`config.mk`:
```
export PLATFORM = sky130hd
export DESIGN_NAME = sample_packer
export DESIGN_NICKNAME = d
export VERILOG_FILES = /design/src/rtl/sample_pkg.sv /design/src/rtl/tick_divider.sv /design/src/rtl/sample_packer.sv
export SDC_FILE = /design/constraint.sdc
export NUM_CORES = 1
export LEC_CHECK = 0
export BUFFER_PORTS_ARGS = -buffer_cell sky130_fd_sc_hd__buf_2
export CORE_MARGIN = 8
export CORE_UTILIZATION = 55
export DETAILED_ROUTE_END_ITERATION = 10
export MAX_ROUTING_LAYER = met4
export PLACE_DENSITY = 0.89
export SLEW_MARGIN = 20
export SYNTH_ARGS = -nofsm -noshare
export SYNTH_HDL_FRONTEND = slang
export SYNTH_SLANG_ARGS = --single-unit
```
`constraint.sdc`:
```
create_clock -name fastclk -period 6.3 [get_ports fastclk]
set_input_delay 0.63 -clock fastclk [delete_from_list [all_inputs] [get_ports fastclk]]
set_output_delay 0.63 -clock fastclk [all_outputs]
set_load 0.05 [all_outputs]
```
`src/rtl/sample_pkg.sv`:
```
// sample_pkg: shared sample/frame defaults, fill-width helper and output-register state type.
package sample_pkg;
  localparam int DEF_SAMPLE_W    = 8;
  localparam int DEF_NUM_SAMPLES = 8;
  localparam int DEF_DIV_W       = 16;
  typedef enum logic {OUT_EMPTY, OUT_FULL} out_state_t;
  function automatic int fill_w(input int n);
    return $clog2(n + 1);
  endfunction
endpackage

```
`src/rtl/tick_divider.sv`:
```
// tick_divider: registered one-cycle strobe every max(div,1) cycles while enabled.
module tick_divider
  import sample_pkg::*;
#(
  parameter int DIV_W = DEF_DIV_W
) (
  input  logic             fastclk,
  input  logic             rst,
  input  logic             enable,
  input  logic [DIV_W-1:0] div,
  output logic             sample_tick
);
  logic [DIV_W-1:0] r_cnt;
  logic             r_tick;
  logic [DIV_W-1:0] w_last;
  logic [DIV_W-1:0] w_cnt_next;
  assign w_last     = (div == '0) ? '0 : div - DIV_W'(1);
  assign w_cnt_next = r_tick ? '0 : r_cnt + DIV_W'(1);
  // tick is decided one cycle ahead; >= lets a shrunken div fire on the very next cycle
  always_ff @(posedge fastclk)
    if (rst || !enable) begin
      r_cnt  <= '0;
      r_tick <= 1'b0;
    end else begin
      r_cnt  <= w_cnt_next;
      r_tick <= w_cnt_next >= w_last;
    end
  assign sample_tick = r_tick;
endmodule

```
`src/rtl/sample_packer.sv`:
```
// sample_packer: packs NUM_SAMPLES strobed samples into a frame held in a valid/ready output register.
module sample_packer
  import sample_pkg::*;
#(
  parameter int SAMPLE_W    = DEF_SAMPLE_W,
  parameter int NUM_SAMPLES = DEF_NUM_SAMPLES,
  parameter int DIV_W       = DEF_DIV_W
) (
  input  logic                            fastclk,
  input  logic                            rst,
  input  logic [DIV_W-1:0]                div,
  input  logic [SAMPLE_W-1:0]             sample_in,
  input  logic                            enable,
  output logic [SAMPLE_W*NUM_SAMPLES-1:0] out,
  output logic                            out_valid,
  input  logic                            out_ready,
  output logic                            sample_tick,
  output logic [fill_w(NUM_SAMPLES)-1:0]  fill,
  output logic                            overflow,
  input  logic                            ovf_clr
);
  localparam int FW = fill_w(NUM_SAMPLES);
  logic                                 w_tick;
  logic                                 w_done;
  logic [SAMPLE_W*NUM_SAMPLES-1:0]      w_frame;
  logic [NUM_SAMPLES-2:0][SAMPLE_W-1:0] r_buf;
  logic [FW-1:0]                        r_fill;
  logic [SAMPLE_W*NUM_SAMPLES-1:0]      r_out;
  out_state_t                           r_state;
  logic                                 r_ovf;

  tick_divider #(.DIV_W(DIV_W)) u_div (
    .fastclk    (fastclk),
    .rst        (rst),
    .enable     (enable),
    .div        (div),
    .sample_tick(w_tick)
  );

  assign w_done  = w_tick && r_fill == FW'(NUM_SAMPLES - 1);
  // the final sample bypasses the buffer and goes straight into the frame
  assign w_frame = {sample_in, r_buf};

  always_ff @(posedge fastclk)
    if (rst) begin
      r_buf   <= '0;
      r_fill  <= '0;
      r_out   <= '0;
      r_state <= OUT_EMPTY;
      r_ovf   <= 1'b0;
    end else begin
      for (int k = 0; k < NUM_SAMPLES - 1; k++)
        if (w_tick && r_fill == FW'(k)) r_buf[k] <= sample_in;
      if (w_tick) r_fill <= w_done ? '0 : r_fill + FW'(1);
      case (r_state)
        OUT_EMPTY: if (w_done) begin
          r_out   <= w_frame;
          r_state <= OUT_FULL;
        end
        OUT_FULL: if (w_done && out_ready) r_out <= w_frame;
                  else if (out_ready) r_state <= OUT_EMPTY;
      endcase
      if (w_done && r_state == OUT_FULL && !out_ready) r_ovf <= 1'b1;
      else if (ovf_clr) r_ovf <= 1'b0;
    end

  assign out         = r_out;
  assign out_valid   = r_state == OUT_FULL;
  assign sample_tick = w_tick;
  assign fill        = r_fill;
  assign overflow    = r_ovf;
endmodule
```
==> impl_table.tex, run 1 <==
\begin{tabular}{lr}
\hline
Metric & Value \\
\hline
\multicolumn{2}{l}{\textbf{Synth}} \\
\quad Async set-reset flop share out of synthesis & 0\% \\
\quad Number of nets produced by synthesis & 824 \\
\quad Top cells by area in the synthesized netlist & dfxtp\_1, nand2\_1, a21oi\_1 \\
\quad Flip-flop and latch count after synthesis & 143 \\
\quad Unique cell type count in the Yosys netlist & 46 \\
\quad Post-Synthesis Mean Instance Area & 7.82 um\^{}2 \\
\quad Fraction of post-synthesis cell area in the top cell type by area & 47.4\% \\
\quad Most numerous cell types in the synthesized netlist & nand2\_1, dfxtp\_1, a21oi\_1 \\
\quad Yosys warning total & 0 \\
\quad Cell with the most instances after synthesis & nand2\_1 \\
\quad Dominant register cell in the synthesized netlist & dfxtp\_1 \\
\quad Number of flops mapped to enable cells by yosys & 0 \\
\quad Synth Cell Area & 0.00603 mm\^{}2 \\
\quad Most area-hungry cell type in the Yosys netlist & dfxtp\_1 \\
\quad Register area share after synthesis & 47.4\% \\
\quad Cells after synthesis & 772 \\
\multicolumn{2}{l}{\textbf{Clock tree}} \\
\quad Clock latency of the later-clocked register in the worst-skew pair & 0.52 ns \\
\quad Hold Buf Count CTS & 0 \\
\quad Post\_cts resized & 0 \\
\quad H-Tree Level Count & 4 \\
\quad Number of post-CTS setup repair buffers & 0 \\
\quad Buffer type at the clock tree root & clkbuf\_8 \\
\quad TritonCTS clock tree & done \\
\quad Clock Tree Buf Depth & 2 \\
\quad Clock-pin slew reported for the worst setup and hold paths after clock tree synthesis & 0.06 ns \\
\quad Number of buffers added by the clock tree synthesis step & 17 \\
\quad Count of clock tree sinks & 143 \\
\multicolumn{2}{l}{\textbf{Timing}} \\
\quad Time the worst path needs with I/O delays and setup & 2.62 ns \\
\quad Part of the cycle the worst path needs & 41.6\% \\
\quad Transition time at the pin with the least slew margin & 0.851 ns \\
\quad Final count of negative-setup-slack endpoints & 0 \\
\quad Max-slew violation count & 0 \\
\quad Setup repair after global routing missed its margin & false \\
\quad Highest clock rate & 382 MHz \\
\quad Final setup TNS & 0 ns \\
\quad Final Hold Fails & 0 \\
\quad Worst clock skew & 0.00543 ns \\
\quad Worst rel slew slack & 43.3\% \\
\multicolumn{2}{l}{\textbf{Critical path}} \\
\quad Stages on worst setup path & 12 \\
\quad Top delay family on crit path & simple AND/OR/NAND/NOR gates \\
\quad Kind of launch point of the worst setup path & input pin \\
\quad Largest fanout on the critical path & 6 \\
\quad Slack of the worst reg-to-reg path & 3.78 ns \\
\quad Number of cells on the worst reg-to-reg path & 9 \\
\quad CP max stage cell & nor4b\_2 \\
\quad Chain of cells forming the critical path & buf\_2, inv\_1, ha\_1, nor4b\_2, nand3b\_1, xnor2\_1, nand2\_1, ha\_1, nand4\_1, nor4\_1, a21oi\_1, a21oi\_1 \\
\quad Endpoint kind of the worst setup timing path & flip-flop \\
\quad Buffers \& Inverters on Critical Path & 2 \\
\quad Kind of critical path & input pin to flip-flop \\
\quad Data arrival time of the critical path & 3.06 ns \\
\quad Required @ worst endpoint & 6.74 ns \\
\quad R2r startpoint & u\_div.r\_cnt[2] \\
\quad Slowest stage delay, CP & 0.49 ns \\
\quad Worst flop-to-flop path endpoint & u\_div.sample\_tick \\
\multicolumn{2}{l}{\textbf{Final layout}} \\
\quad Layout Area Growth over Synthesis & 17.9\% \\
\quad Final core utilization & 65.9\% \\
\quad Share of post-route cells with drive strength above 1 & 16.8\% \\
\quad Final net count & 896 \\
\multicolumn{2}{l}{\textbf{Global route}} \\
\quad Antenna violations before repair & 1 \\
\quad GRT Total Usage & 22.1\% \\
\quad Residual overflow from global routing & 0 \\
\quad Via count of the first global-routing pass & 5469 \\
\quad Largest net degree at the start of global routing & 87 \\
\quad Global-route wire length before repair & 25600 um \\
\multicolumn{2}{l}{\textbf{Floorplanning}} \\
\quad Die Y & 121 um \\
\quad Die outline width & 121 um \\
\quad Effective utilization at floorplan & 55.9\% \\
\quad Die area & 0.0146 mm\^{}2 \\
\quad Placeable Area & 0.0108 mm\^{}2 \\
\quad I/O pins & 100 \\
\quad Floorplan row count & 38 \\
\multicolumn{2}{l}{\textbf{Detailed routing}} \\
\quad DR vias/cell & 5.53 \\
\quad Violation count after the first detailed-routing iteration & 560 \\
\quad Post-route antenna net violation count & 0 \\
\quad Post-route DRC & 0 \\
\quad Detailed Routing Iterations Pass 1 & 5 \\
\quad Total number of vias & 5510 \\
\quad Detail-routed net length per standard cell & 15.5 um \\
\quad Total Routed Length & 15500 um \\
\multicolumn{2}{l}{\textbf{Place}} \\
\quad Number of port buffers & 99 \\
\quad HPWL after detailed placement & 10300 um \\
\quad Routability-driven placement congestion ratio & 0.873 \\
\multicolumn{2}{l}{\textbf{Min path}} \\
\quad Min-delay worst type & input pin to flip-flop \\
\quad Hold Path Sink & overflow \\
\quad Hold Path Cell Cnt & 3 \\
\quad Hold path startpoint & ovf\_clr \\
\multicolumn{2}{l}{\textbf{Pwr}} \\
\quad Total power density per cell area & 273 mW/mm\^{}2 \\
\quad Static leakage power & 2.76 nW \\
\quad VDD IR max & 0.000159 V \\
\multicolumn{2}{l}{\textbf{Job}} \\
\quad Total of max-cap violations & 0 \\
\multicolumn{2}{l}{\textbf{Outcome}} \\
\quad Outcome & finished clean \\
\hline
\end{tabular}
==> per-stage QoR <==
step                      hold WS [ns]  power, mW  instances  cell area (um^2)  setup slack (ns)
after floorplan                  0.432      0.965        772              6030              3.71
after global placement           0.439      0.987        964              6510              3.37
after detailed placement         0.444      0.989        965              6530              3.28
after CTS                        0.402       1.94        995              7110              3.75
after global routing             0.425       1.99        996              7110              3.58
final                            0.413       1.94        996              7110              3.68
==> cell usage in the layout, fill, tap and decap left out, drive strengths merged, types with 2 or more instances in the layout <==
cell type / instances
nor2b: 3
nor4: 6
inv: 5
a21oi: 134
and2: 10
or3: 4
xor2: 10
nand4b: 3
buf: 103
bufinv: 2
or2: 2
nor3b: 3
a21boi: 2
ha: 23
clkbuf: 21
nand3b: 2
o21ai: 8
nand3: 8
nand4: 10
nor2: 34
xnor2: 13
nor3: 8
and4: 2
and3: 2
dfxtp: 143
nand2: 270
mux2i: 3
clkinv: 4
clkinvlp: 3
nand2b: 4
==> flip-flops by register name (all words and copies together) (netlist names) <==
signal / flops
out: 64
fill: 4
u_div.r_cnt: 16
r_buf: 56
out_valid: 1
overflow: 1
u_div.sample_tick: 1
==> worst min-delay path: stages <==
cell and delay (ns):
buf_2 0.08, o22ai_1 0.06, nor2b_1 0.12
==> where the power goes <==
| part | leakage (nW) | switching, mW | internal [mW] |
|---|---|---|---|
| clock network | 0.278 | 0.368 | 0.600 |
| logic | 1.33 | 0.0435 | 0.0207 |
| registers | 1.15 | 0.000873 | 0.905 |
| total | 2.76 | 0.413 | 1.53 |
==> cell families (layout without fill, tap and decap cells) <==
group	count (synthesis)	in the layout	share of synthesized area [%]
AO/OA/AOI/OAI	149	149	12.7
XOR/XNOR	23	23	3.34
adder cells (fa/ha/maj)	23	23	4.77
buffers and inverters	55	138	4.00
flip-flops	143	143	47.4
multiplexers	4	4	0.684
other	0	1	0
AND/OR/NAND/NOR	375	375	27.1
==> layout make-up <==
| type | instances | area [um^2] |
|---|---|---|
| fillers | 868 | 3680 |
| multi-input cells | 574 | 2930 |
| flip-flops and latches | 143 | 2860 |
| repair buffers | 103 | 541 |
| clock buffers | 21 | 469 |
| well taps | 140 | 175 |
| clock inverters | 9 | 110 |
| inverters | 5 | 18.8 |
| diodes | 1 | 2.50 |
==> routing by layer <==
| metal | up-vias | track usage, % | share of wire [%] | routed length [um] |
|---|---|---|---|---|
| li1 | 2694 | - | - | - |
| met1 | 2573 | 24.6 | 41 | 6390 |
| met2 | 213 | 37.5 | 49 | 7640 |
| met3 | 30 | 4.80 | 6.9 | 1070 |
| met4 | 0 | 9.21 | 2.4 | 375 |
| met5 | - | - | 0 | 0 |
==> worst max path at each step <==
stage | start | endpoint | slack, ns
global placement | div[8] | u_div.sample_tick | 3.37
floorplan | div[8] | u_div.sample_tick | 3.71
detailed placement | div[0] | u_div.sample_tick | 3.28
CTS | div[0] | u_div.sample_tick | 3.75
finish | div[0] | u_div.sample_tick | 3.68
global route | div[8] | u_div.sample_tick | 3.58
Note: power is estimated with default switching activity, not from simulation.
==> run 2: changes to the inputs <==
- CORE_UTILIZATION: 55 -> 51
- PLACE_DENSITY: 0.89 -> 0.87
- clock period: 6.3 -> 2.3 ns (I/O delays scaled with it)
==> impl_table.tex, run 2 (synthesized netlist as in run 1, its figures left out) <==
\begin{tabular}{lr}
\hline
Metric & Value \\
\hline
\multicolumn{2}{l}{\textbf{Timing}} \\
\quad Part of the cycle the worst path needs & 96.8\% \\
\quad Max-slew violation count & 0 (unchanged) \\
\quad Final Hold Fails & 0 (unchanged) \\
\quad Final count of negative-setup-slack endpoints & 0 (unchanged) \\
\quad Worst clock skew & 0.0101 ns (+0.00470 ns) \\
\quad Worst rel slew slack & 65.7\% (+22 points) \\
\quad Worst hold slack & 0.175 ns (-0.238 ns) \\
\quad Time the worst path needs with I/O delays and setup & 2.23 ns \\
\quad Highest clock rate & 449 MHz \\
\quad Final Worst Setup Slack & 0.0726 ns (-3.61 ns) \\
\quad Transition time at the pin with the least slew margin & 0.514 ns (-0.337 ns) \\
\multicolumn{2}{l}{\textbf{Clock tree}} \\
\quad Buffer type at the clock tree root & clkbuf\_16 \\
\quad Number of buffers added by the clock tree synthesis step & 17 (unchanged) \\
\quad Hold Buf Count CTS & 0 (unchanged) \\
\quad TritonCTS clock tree & done \\
\quad Clock-pin slew reported for the worst setup and hold paths after clock tree synthesis & 0.07 ns (about the same) \\
\quad H-Tree Level Count & 4 (unchanged) \\
\quad Clock Tree Buf Depth & 2 (unchanged) \\
\quad Clock latency of the later-clocked register in the worst-skew pair & 0.42 ns (-0.10 ns) \\
\quad Count of clock tree sinks & 143 (unchanged) \\
\multicolumn{2}{l}{\textbf{Pwr}} \\
\quad Total power density per cell area & 724 mW/mm\^{}2 (+170\%) \\
\quad Power after layout & 5.31 mW (+170\%) \\
\quad Share of total power in sequential cells & 46.7\% (about the same) \\
\quad VDD IR max & 0.000697 V (+340\%) \\
\quad Net Sw Power & 1.20 mW (+190\%) \\
\quad Total internal power & 4.11 mW (+170\%) \\
\quad Static leakage power & 2.88 nW (+4.2\%) \\
\quad Part of the power in the clock network & 49.7\% (-0.3 points) \\
\quad Switching Fraction & 22.6\% (+1.3 points) \\
\quad Portion of total power attributed to combinational logic & 3.6\% (+0.3 points) \\
\multicolumn{2}{l}{\textbf{Global route}} \\
\quad Residual overflow from global routing & 0 (unchanged) \\
\quad GRT Total Usage & 19.7\% (-2.4 points) \\
\quad Global-route wire length before repair & 25000 um (-2.3\%) \\
\quad Largest net degree at the start of global routing & 127 (+46\%) \\
\quad Antenna violations before repair & 0 (-1) \\
\quad Via count of the first global-routing pass & 5353 (-2.1\%) \\
\multicolumn{2}{l}{\textbf{Place}} \\
\quad Routability-driven placement congestion ratio & 0.804 (-7.8\%) \\
\quad Number of instances in the placed design & 991 (+2.7\%) \\
\quad HPWL after detailed placement & 10300 um (-0.16\%) \\
\quad Post-placement worst setup slack & -0.0338 ns (-3.32 ns) \\
\quad Number of port buffers & 99 (unchanged) \\
\multicolumn{2}{l}{\textbf{Final layout}} \\
\quad Layout Area Growth over Synthesis & 21.6\% \\
\quad Highest-count cells in the layout ignoring fill and taps & nand2\_1, dfxtp\_1, a21oi\_1, buf\_2, nor2\_1 \\
\quad Antenna diode count & 0 (-1) \\
\quad Share of post-route cells with drive strength above 1 & 20.2\% (+3.4 points) \\
\quad Count of placed standard cells in the final layout, fillers left out & 1024 (+2.8\%) \\
\quad Most frequent standard cell in the layout excluding fill and tap cells & nand2\_1 \\
\quad Area of the multi-input gates & 0.00296 mm\^{}2 (+0.85\%) \\
\quad Flip-flop count of the largest register after layout & 64 (unchanged) \\
\quad Final core utilization & 64.0\% (-1.9 points) \\
\quad Area of all sequential standard cells & 0.00287 mm\^{}2 (about the same) \\
\quad Final net count & 920 (+2.7\%) \\
\quad \# fillers & 931 (+7.3\%) \\
\multicolumn{2}{l}{\textbf{Floorplanning}} \\
\quad Placeable Area & 0.0115 mm\^{}2 (+6.2\%) \\
\quad I/O pins & 100 (unchanged) \\
\quad Floorplan row count & 39 (+2.6\%) \\
\quad Effective utilization at floorplan & 52.6\% (-3.3 points) \\
\quad Die outline width & 125 um (+3.3\%) \\
\quad Die area & 0.0156 mm\^{}2 (+6.8\%) \\
\quad Die Y & 125 um (+3.3\%) \\
\multicolumn{2}{l}{\textbf{Critical path}} \\
\quad Largest fanout on the critical path & 4 (-2) \\
\quad Kind of launch point of the worst setup path & flip-flop \\
\quad Data arrival time of the critical path & 2.57 ns (-0.49 ns) \\
\quad Number of cells on the worst reg-to-reg path & 10 (+1) \\
\quad Kind of critical path & flip-flop to flip-flop \\
\quad Required @ worst endpoint & 2.64 ns (-4.10 ns) \\
\quad Endpoint kind of the worst setup timing path & flip-flop \\
\multicolumn{2}{l}{\textbf{Detailed routing}} \\
\quad Violation count after the first detailed-routing iteration & 509 (-9.1\%) \\
\quad Detailed Routing Iterations Pass 1 & 5 (unchanged) \\
\quad DR vias/cell & 5.46 (-1.4\%) \\
\quad Detail-routed net length per standard cell & 14.9 um (-3.9\%) \\
\quad Post-route DRC & 0 (unchanged) \\
\quad Total number of vias & 5588 (+1.4\%) \\
\quad Post-route antenna net violation count & 0 (unchanged) \\
\quad Total Routed Length & 15300 um (-1.2\%) \\
\multicolumn{2}{l}{\textbf{Min path}} \\
\quad Min-delay worst type & input pin to flip-flop \\
\quad Hold Path Cell Cnt & 3 (unchanged) \\
\multicolumn{2}{l}{\textbf{Outcome}} \\
\quad Outcome & finished clean \\
\multicolumn{2}{l}{\textbf{Job}} \\
\quad Total of max-cap violations & 0 (unchanged) \\
\hline
\end{tabular}
[run 2: path summary, 6_finish.rpt]
check                  from                 to  slack (ns)
max          u_div.r_cnt[5]  u_div.sample_tick        0.07
min            sample_in[0]            out[56]        0.17
max reg2reg  u_div.r_cnt[5]  u_div.sample_tick        0.07
min reg2reg         out[14]            out[14]        0.45
[run 2: area by class of cell]
cell class | count | share of cell area [%]
clock buffer | 19 | 6.17
sequential | 143 | 39.1
clock inverter | 13 | 1.76
timing repair buffer | 127 | 9.99
multi-input combinational | 574 | 40.3
inverter | 5 | 0.256
tap | 143 | 2.44
[run 2: per-stage QoR]
stage                      TNS, ns  area [um^2]
after floorplan                  0         6030
after global placement           0         6720
after detailed placement   -0.0338         6720
after CTS                        0         7300
after global routing      -0.00608         7340
final                            0         7340
[run 2: critical path: stages, from the launching register on]
cell,delay [ns]
dfxtp_1,0.38
nand4_1,0.10
buf_4,0.17
nor2_2,0.14
nand4_1,0.15
mux2_2,0.32
ha_1,0.30
nand2_1,0.08
nor4_1,0.26
a21oi_1,0.10
a21oi_1,0.13
[run 2: power by group through the flow]
stage / clock (mW) / combinational [mW] / sequential, mW
2_1_floorplan: 0 / 0.108 / 2.53
3_3_place_gp: 0 / 0.186 / 2.54
3_5_place_dp: 0 / 0.189 / 2.54
4_1_cts: 2.65 / 0.190 / 2.48
5_1_grt: 2.77 / 0.211 / 2.48
6_report: 2.64 / 0.192 / 2.48
[run 2: layer usage]
layer / up-vias / wire, um / GRT usage, %
met2: 188 / 7550 / 32.5
li1: 2745 / - / -
met4: 0 / 419 / 8.29
met5: - / 0 / -
met3: 32 / 989 / 5.53
met1: 2623 / 6330 / 21.8
[run 2: what timing repair did]
| item | CTS | global route |
|---|---|---|
| gates resized for setup | 1 | 7 |
| pin swaps | 2 | 1 |
| setup endpoints to repair | 1 | 1 |
| buffers inserted | 0 | 1 |
